==> src/rtl/ifmap_mem_fetch.sv <==
`default_nettype none
// =============================================================================
// Module : ifmap_mem_fetch
// Streams consecutive ifmap lines from memory into a small prefetch FIFO and
// hands them to the decompressor over its mem_req/mem_ack handshake.
// Rev    : 1.0
// =============================================================================
module ifmap_mem_fetch #(
   parameter int MEM_BANDWIDTH = 32,
   parameter int MEM_ADDR_SIZE = 32,
   parameter int FIFO_DEPTH    = 2,
   parameter int LEN_W         = 16
) (
   input  logic                       clk,
   input  logic                       rst_n,
   input  logic                       start_i,
   input  logic [MEM_ADDR_SIZE-1:0]   ifmap_buffer_start_addr_i,
   input  logic [LEN_W-1:0]           num_lines_i,
   input  logic [MEM_BANDWIDTH*8-1:0] mem_read_data_i,
   input  logic                       mem_valid_i,
   output logic                       mem_read_o,
   output logic [MEM_ADDR_SIZE-1:0]   mem_addr_o,
   input  logic                       mem_req_i,
   output logic [MEM_BANDWIDTH*8-1:0] mem_data_o,
   output logic                       mem_data_valid_o,
   output logic                       mem_ack_o,
   output logic                       busy_o,
   output logic                       done_o
);
   localparam int DATA_W = MEM_BANDWIDTH * 8;
   localparam int PTR_W  = $clog2(FIFO_DEPTH);
   localparam int CNT_W  = PTR_W + 1;
   localparam logic [CNT_W-1:0]         DEPTH_C    = CNT_W'(FIFO_DEPTH);
   localparam logic [MEM_ADDR_SIZE-1:0] LINE_BYTES = MEM_ADDR_SIZE'(MEM_BANDWIDTH);

   typedef enum logic [1:0] {
      S_IDLE  = 2'd0,
      S_FETCH = 2'd1,
      S_DONE  = 2'd2
   } state_t;

   state_t                   state_q, state_d;
   logic [MEM_ADDR_SIZE-1:0] cur_addr_q, cur_addr_d;
   logic [LEN_W-1:0]         len_q, len_d;
   logic [LEN_W-1:0]         issued_q, issued_d;
   logic [LEN_W-1:0]         delivered_q, delivered_d;
   logic [PTR_W-1:0]         rd_ptr_q, rd_ptr_d;
   logic [PTR_W-1:0]         wr_ptr_q, wr_ptr_d;
   logic [CNT_W-1:0]         count_q, count_d;
   logic [DATA_W-1:0]        fifo_q [FIFO_DEPTH];
   logic                     in_fetch;
   logic                     push;
   logic                     pop;

   // One outstanding read; request held stable until the memory returns it.
   assign in_fetch         = (state_q == S_FETCH);
   assign mem_read_o       = in_fetch && (issued_q < len_q) && (count_q < DEPTH_C);
   assign mem_addr_o       = in_fetch ? cur_addr_q : '0;
   assign mem_data_valid_o = (count_q != '0);
   assign mem_ack_o        = in_fetch && mem_req_i && mem_data_valid_o;
   assign mem_data_o       = fifo_q[rd_ptr_q];
   assign busy_o           = (state_q != S_IDLE);
   assign done_o           = (state_q == S_DONE);
   assign push             = mem_read_o && mem_valid_i;
   assign pop              = mem_ack_o;

   always_comb begin
      state_d     = state_q;
      cur_addr_d  = cur_addr_q;
      len_d       = len_q;
      issued_d    = issued_q;
      delivered_d = delivered_q;
      rd_ptr_d    = rd_ptr_q;
      wr_ptr_d    = wr_ptr_q;
      count_d     = count_q;
      case (state_q)
         S_IDLE: begin
            if (start_i) begin
               cur_addr_d  = ifmap_buffer_start_addr_i;
               len_d       = num_lines_i;
               issued_d    = '0;
               delivered_d = '0;
               rd_ptr_d    = '0;
               wr_ptr_d    = '0;
               count_d     = '0;
               state_d     = (num_lines_i == '0) ? S_DONE : S_FETCH;
            end
         end
         S_FETCH: begin
            if (push) begin
               cur_addr_d = cur_addr_q + LINE_BYTES;
               issued_d   = issued_q + 1'b1;
               wr_ptr_d   = wr_ptr_q + 1'b1;
            end
            if (pop) begin
               rd_ptr_d    = rd_ptr_q + 1'b1;
               delivered_d = delivered_q + 1'b1;
            end
            if (push && !pop) begin
               count_d = count_q + 1'b1;
            end else if (pop && !push) begin
               count_d = count_q - 1'b1;
            end
            if (delivered_d == len_q) begin
               state_d = S_DONE;
            end
         end
         S_DONE:  state_d = S_IDLE;
         default: state_d = S_IDLE;
      endcase
   end

   always_ff @(posedge clk or negedge rst_n) begin
      if (!rst_n) begin
         state_q     <= S_IDLE;
         cur_addr_q  <= '0;
         len_q       <= '0;
         issued_q    <= '0;
         delivered_q <= '0;
         rd_ptr_q    <= '0;
         wr_ptr_q    <= '0;
         count_q     <= '0;
      end else begin
         state_q     <= state_d;
         cur_addr_q  <= cur_addr_d;
         len_q       <= len_d;
         issued_q    <= issued_d;
         delivered_q <= delivered_d;
         rd_ptr_q    <= rd_ptr_d;
         wr_ptr_q    <= wr_ptr_d;
         count_q     <= count_d;
      end
   end

   // Storage resets to zero so mem_data reads 0 out of reset.
   always_ff @(posedge clk or negedge rst_n) begin
      if (!rst_n) begin
         for (int i = 0; i < FIFO_DEPTH; i++) begin
            fifo_q[i] <= '0;
         end
      end else if (push) begin
         fifo_q[wr_ptr_q] <= mem_read_data_i;
      end
   end

endmodule
`default_nettype wire

==> config.mk <==
export PLATFORM = sky130hd
export DESIGN_NAME = ifmap_mem_fetch
export DESIGN_NICKNAME = d
export VERILOG_FILES = /design/src/rtl/ifmap_mem_fetch.sv
export SDC_FILE = /design/constraint.sdc
export NUM_CORES = 1
export LEC_CHECK = 0
export ABC_AREA = 1
export CAP_MARGIN = 20
export CORE_AREA = 2 2 191 333
export CTS_BUF_LIST = sky130_fd_sc_hd__clkbuf_8
export DETAILED_ROUTE_END_ITERATION = 8
export DIE_AREA = 0 0 193 335
export PLACE_DENSITY = 0.72
export SETUP_SLACK_MARGIN = 0.3
export SLEW_MARGIN = 10
export SYNTH_ARGS = -nofsm -noshare
export SYNTH_HDL_FRONTEND = slang
export SYNTH_SLANG_ARGS = --single-unit
==> constraint.sdc <==
create_clock -name clk -period 2.7 [get_ports clk]
set_clock_uncertainty 0.2 [all_clocks]
set_input_delay 0.81 -clock clk [delete_from_list [all_inputs] [get_ports clk]]
set_output_delay 0.81 -clock clk [all_outputs]
set_load 0.03 [all_outputs]
* Yosys cells after proc, flatten, opt, wreduce, memory -nomap -nowiden *
Cells that the tools add are included.

word-level totals
  flip-flop bits (word level) = 598
  output and inout bits = 293
  word-level logic and storage cells = 82

cells by class
  order comparisons = 5
  bitwise operators = 2
  $add $sub $neg = 7
  reduce and logical (&&, ||, !) cells = 21
  multiplexer cells = 29
  equal/unequal tests = 8

operators by type and width
  cell                                                                      count
  256-bit two-way mux                                                       4
  512-bit bitwise mux                                                       1
  256-bit demux with 1-bit select                                           1
  32-bit two-way mux                                                        3
  16-bit two-way mux                                                        4
  16-bit case mux with 2 select lines                                       2
  32-bit case mux with 2 select lines                                       1
  16-bit by 1-bit adder with 16-bit output (second input constant)          2
  32-bit by 6-bit adder with 32-bit output (second input constant)          1
  16-bit == test                                                            1
  16-bit zero test                                                          1
  16-bit < comparator                                                       1
  2-bit two-way mux                                                         6
  3-bit AND reduction                                                       3
  1-bit logical AND                                                         8
  2-bit case mux with 2 select lines                                        2
  2-bit by 1-bit inequality test with 1-bit output (second input constant)  3
  2-bit AND reduction                                                       3
  2-bit nonzero test                                                        3
  2-bit >= comparator (second input constant)                               2
  1-bit NOT with 2-bit output                                               2
  1-bit case mux with 2 select lines                                        2
  1-bit two-way mux                                                         3
  3-bit by 1-bit inequality test with 1-bit output (second input constant)  1
  10 further kinds                                                          12

* Longest topological paths before layout *
  word-level depth = 9
  mapped depth = 18

* Worst setup path after synthesis *
Ideal clock, no wire load.

  kind = reg-to-output
  start point = register state_q[0]
  end point = output mem_addr_o[10]
  path buffers = 3
  path slack = 0.028 ns
  stages on the path, launching flop included = 8
  data arrival time = 1.662 ns
  cells stage by stage = dfrtp_1 -> inv_2 -> nor2_4 -> inv_1 -> clkbuf_1 -> clkbuf_1 -> buf_1 -> nor2_1

between the ends
  word-level cells in the longest chain between the ends = 2

ends and longest elaborated chain
  item                                      RTL line  source
  from (decl)                               42        state_t state_q, state_d;
  from (signal assigned)                    124       state_q <= state_d;
  2-bit by 1-bit == test with 1-bit output  56        assign in_fetch = (state_q == S_FETCH);
  32-bit two-way mux                        58        assign mem_addr_o = in_fetch ? cur_addr_q : '0;
  to (decl)                                 22        output logic [MEM_ADDR_SIZE-1:0] mem_addr_o,

No other way between the ends.

* Worst setup path after layout *
  start point = register issued_q[2]
  end point = output mem_read_o

between the ends
  word-level cells in the longest chain between the ends = 3

ends and longest elaborated chain
  item                            RTL line  source
  from (decl)                     45        logic [LEN_W-1:0] issued_q, issued_d;
  from (signal assigned)          127       issued_q <= issued_d;
  16-bit < comparator             57        assign mem_read_o = in_fetch && (issued_q < len_q) && (count_q < DEPTH_C);
  1-bit logical AND (2 in a row)  57
  to (decl)                       21        output logic mem_read_o,

No other way between the ends.

==> impl_metrics.toml <==
[run_status]
status = "finished, violations left"
violations = "setup timing"

[grt]
track_usage_pct = 29.3
antenna_found_initial = 13
grt_max_degree = 115
grt_pass1_wl_um = 146000
grt_pass1_vias = 26900
grt-ovfl-total = 0

[final_layout]
final_common_cell = "nand2_1"
final_cell_mix = "nand2_1, dfrtp_1, o21ai_1, inv_1, nand2_4"
areaGrowthSynthToFinish_pct = 61.4
fin_cells = 5241
drive_gt1_share_pct = 31.2
fill_cells = 4244
nets = 4685

[timing]
rsz0062_at_grt = "yes"
max_freq_mhz = 306
setup_viol = 739
fin_tns_setup_ns = -184.48
layout_min_cycle_time_ns = 3.27
holdWs_ns = 0.288
finalWorstSetupSlack_ns = -0.570
finalCritPeriodShare_pct = 121
tightest_slew_ns = 0.528
hold_viol_final = 0
slew_headroom_pct = 64.8
report.final.slew_viol_count = 0

[route]
drc = 0
vias = 27700
viasPerCell = 5.28
wire_per_inst_um = 20.1
ant_nets = 0
drt_iter0_markers = 1908
first_pass_iters = 6
drt_wl_total_um = 105000

[power]
ir_drop_v = 0.00101
p_int_w = 0.0325
p_clk_share_pct = 13.4
pwr-share-comb_pct = 59.1
swShare_pct = 45.0
p_leak_nw = 22.9
p_total_w = 0.0591
p_seq_share_pct = 27.5
p_per_area_nw_per_um2 = 1330
p_switching_w = 0.0266

[logic_synthesis]
ys_ff_latch = 598
yosys.area_share.simple_pct = 24.1
synth_area_um2 = 27600
synth_top_family_by_area = "simple AND/OR/NAND/NOR gates"
yosysSeqAreaShare_pct = 54.2
ys.flop_type = "dfrtp_1"
synth_edf_count = 0
synthArstFlopShare_pct = 100
synth_top_area_share_pct = 54.2
synth_xor_area_share_pct = 0.512
synth-compound-area-share_pct = 12.1
syn-num-nets = 3882
synthMuxAreaShare_pct = 0
synth-adder-area-share_pct = 0.816
synth_area_leader_cell = "dfrtp_1"
yosys_warnings = 0
syn_inst = 3555
syn_avg_cell_area_um2 = 7.76
synth.distinct_cells = 39
synthTopCellsByArea = "dfrtp_1, nand2_1, o21ai_1"

[placed_design]
dpl.hpwl_um = 60300
portBuffers = 601
place_worst_setup_slack_ns = -0.334
place_inst = 4915
gp_congestion = 0.908

[die]
initial_core_util_pct = 44.4
die_x_um = 193
rows = 121
pin_count = 602
die_area_um2 = 64700
coreArea_um2 = 62100
die_y_um = 335

[run]
maxCapViolCount = 0

[clock_tree]
htree_num_levels = 3
clock_latency_ns = 0.71
cts_root_buf = "clkbuf_8"
clock_path_buffers = 3
clk_pin_slew_ns = 0.06
cts_tree = "built"
cts_buffers = 90
cts_sinks = 598

[worst_setup_path]
required_ns = 1.69
worst-setup-path-type = "reg2out"
crit_fanout = 2
start_kind = "flip-flop"
cp.arrival_ns = 2.26
cp-end-kind = "output port"

[hold_path]
hp-class = "reg2reg"
-- layout make-up --
cell class / count / area [µm²] / share of cell area (%)
inverter: 365 / 1400 / 3.13
tap: 799 / 1000 / 2.25
timing repair buffer: 907 / 11300 / 25.5
multi-input combinational: 2394 / 13800 / 31.0
clock inverter: 41 / 248 / 0.556
timing repair inverter: 2 / 60.1 / 0.135
clock buffer: 122 / 1680 / 3.77
sequential: 598 / 15000 / 33.6
antenna: 13 / 32.5 / 0.0731
-- cell families (layout without fill, tap and decap cells) --
family	Yosys count	in the layout
DFF	598	598
buffers and inverters	563	1437
AOI/OAI and AO/OA	644	644
xor gates and xnor gates	13	13
and+or+nand+nor	1719	1719
other	0	13
adders and majority gates	18	18
-- per-stage QoR --
stage	instance area [µm²]	util, %
finish	44500	71.7
detailed placement	34900	56.2
global route	44500	71.7
floorplan	27700	-
CTS	40900	65.9
global placement	34900	56.2
-- registers in the layout (all words and copies together), names as in the netlist --
| register | count |
|---|---|
| count_q | 2 |
| cur_addr_q | 32 |
| delivered_q | 16 |
| fifo_q | 512 |
| issued_q | 16 |
| len_q | 16 |
| rd_ptr_q | 1 |
| state_q | 2 |
| wr_ptr_q | 1 |
-- Yosys cell counts, types with 9 or more instances --
| cell | count |
|---|---|
| a21oi_1 | 17 |
| buf_2 | 113 |
| clkbuf_1 | 75 |
| dfrtp_1 | 598 |
| ha_1 | 18 |
| inv_1 | 361 |
| nand2_1 | 1506 |
| nand3_1 | 61 |
| nand4_1 | 10 |
| nor2_1 | 106 |
| nor3_1 | 22 |
| o21ai_0 | 70 |
| o21ai_1 | 509 |
| o22ai_1 | 12 |
| o31ai_1 | 9 |
| xor2_1 | 9 |
-- power groups by stage --
stage,clock network [W],registers (W),logic (W)
6_report,0.00792,0.0163,0.0350
5_1_grt,0.00841,0.0167,0.0370
4_1_cts,0.00801,0.0154,0.0303
3_5_place_dp,0,0.0152,0.0240
3_3_place_gp,0,0.0151,0.0238
2_1_floorplan,0,0.0146,0.0149
-- worst paths after layout --
check	slack (ns)	cells after the start	to	startpoint
setup reg to reg	-0.35	21	fifo_q[134]$_DFFE_PN0P_	issued_q[3]$_DFFE_PN0P_
setup / recovery	-0.57	13	mem_read_o	issued_q[2]$_DFFE_PN0P_
hold reg to reg	0.29	2	fifo_q[5]$_DFFE_PN0P_	fifo_q[5]$_DFFE_PN0P_
min in group asynchronous	0.39	2	fifo_q[224]$_DFFE_PN0P_	rst_n
hold / removal	0.29	2	fifo_q[5]$_DFFE_PN0P_	fifo_q[5]$_DFFE_PN0P_
max in group asynchronous	1.02	4	fifo_q[18]$_DFFE_PN0P_	rst_n
-- metal layers --
metal / routed length, µm / global-route usage, % / vias up
met2: 54400 / 51.3 / 1216
met5: 13 / 0 / -
met1: 36500 / 32.0 / 13300
met4: 6970 / 16.8 / 2
li1: - / - / 12800
met3: 7540 / 6.82 / 403
-- worst max-delay path, stage by stage (launching register included) --
cell and delay, ns:
dfrtp_1 0.43, ha_1 0.29, nand2_1 0.06, inv_1 0.04
nand2_2 0.08, nand2_4 0.07, nand2_2 0.06, nand2_1 0.05
nand2_1 0.07, nand2_1 0.06, nand2_2 0.09, nand2_2 0.07
inv_2 0.07, buf_6 0.12
-- repair_timing --
item,4_1_cts,5_1_grt
buffers inserted,44,33
pin swaps,115,240
hold buffers,1,0
hold endpoints to repair,28,0
resized for setup,679,736
cloned,44,28
setup endpoints to repair,843,852
No activity file was read; power rests on OpenSTA's default activity.
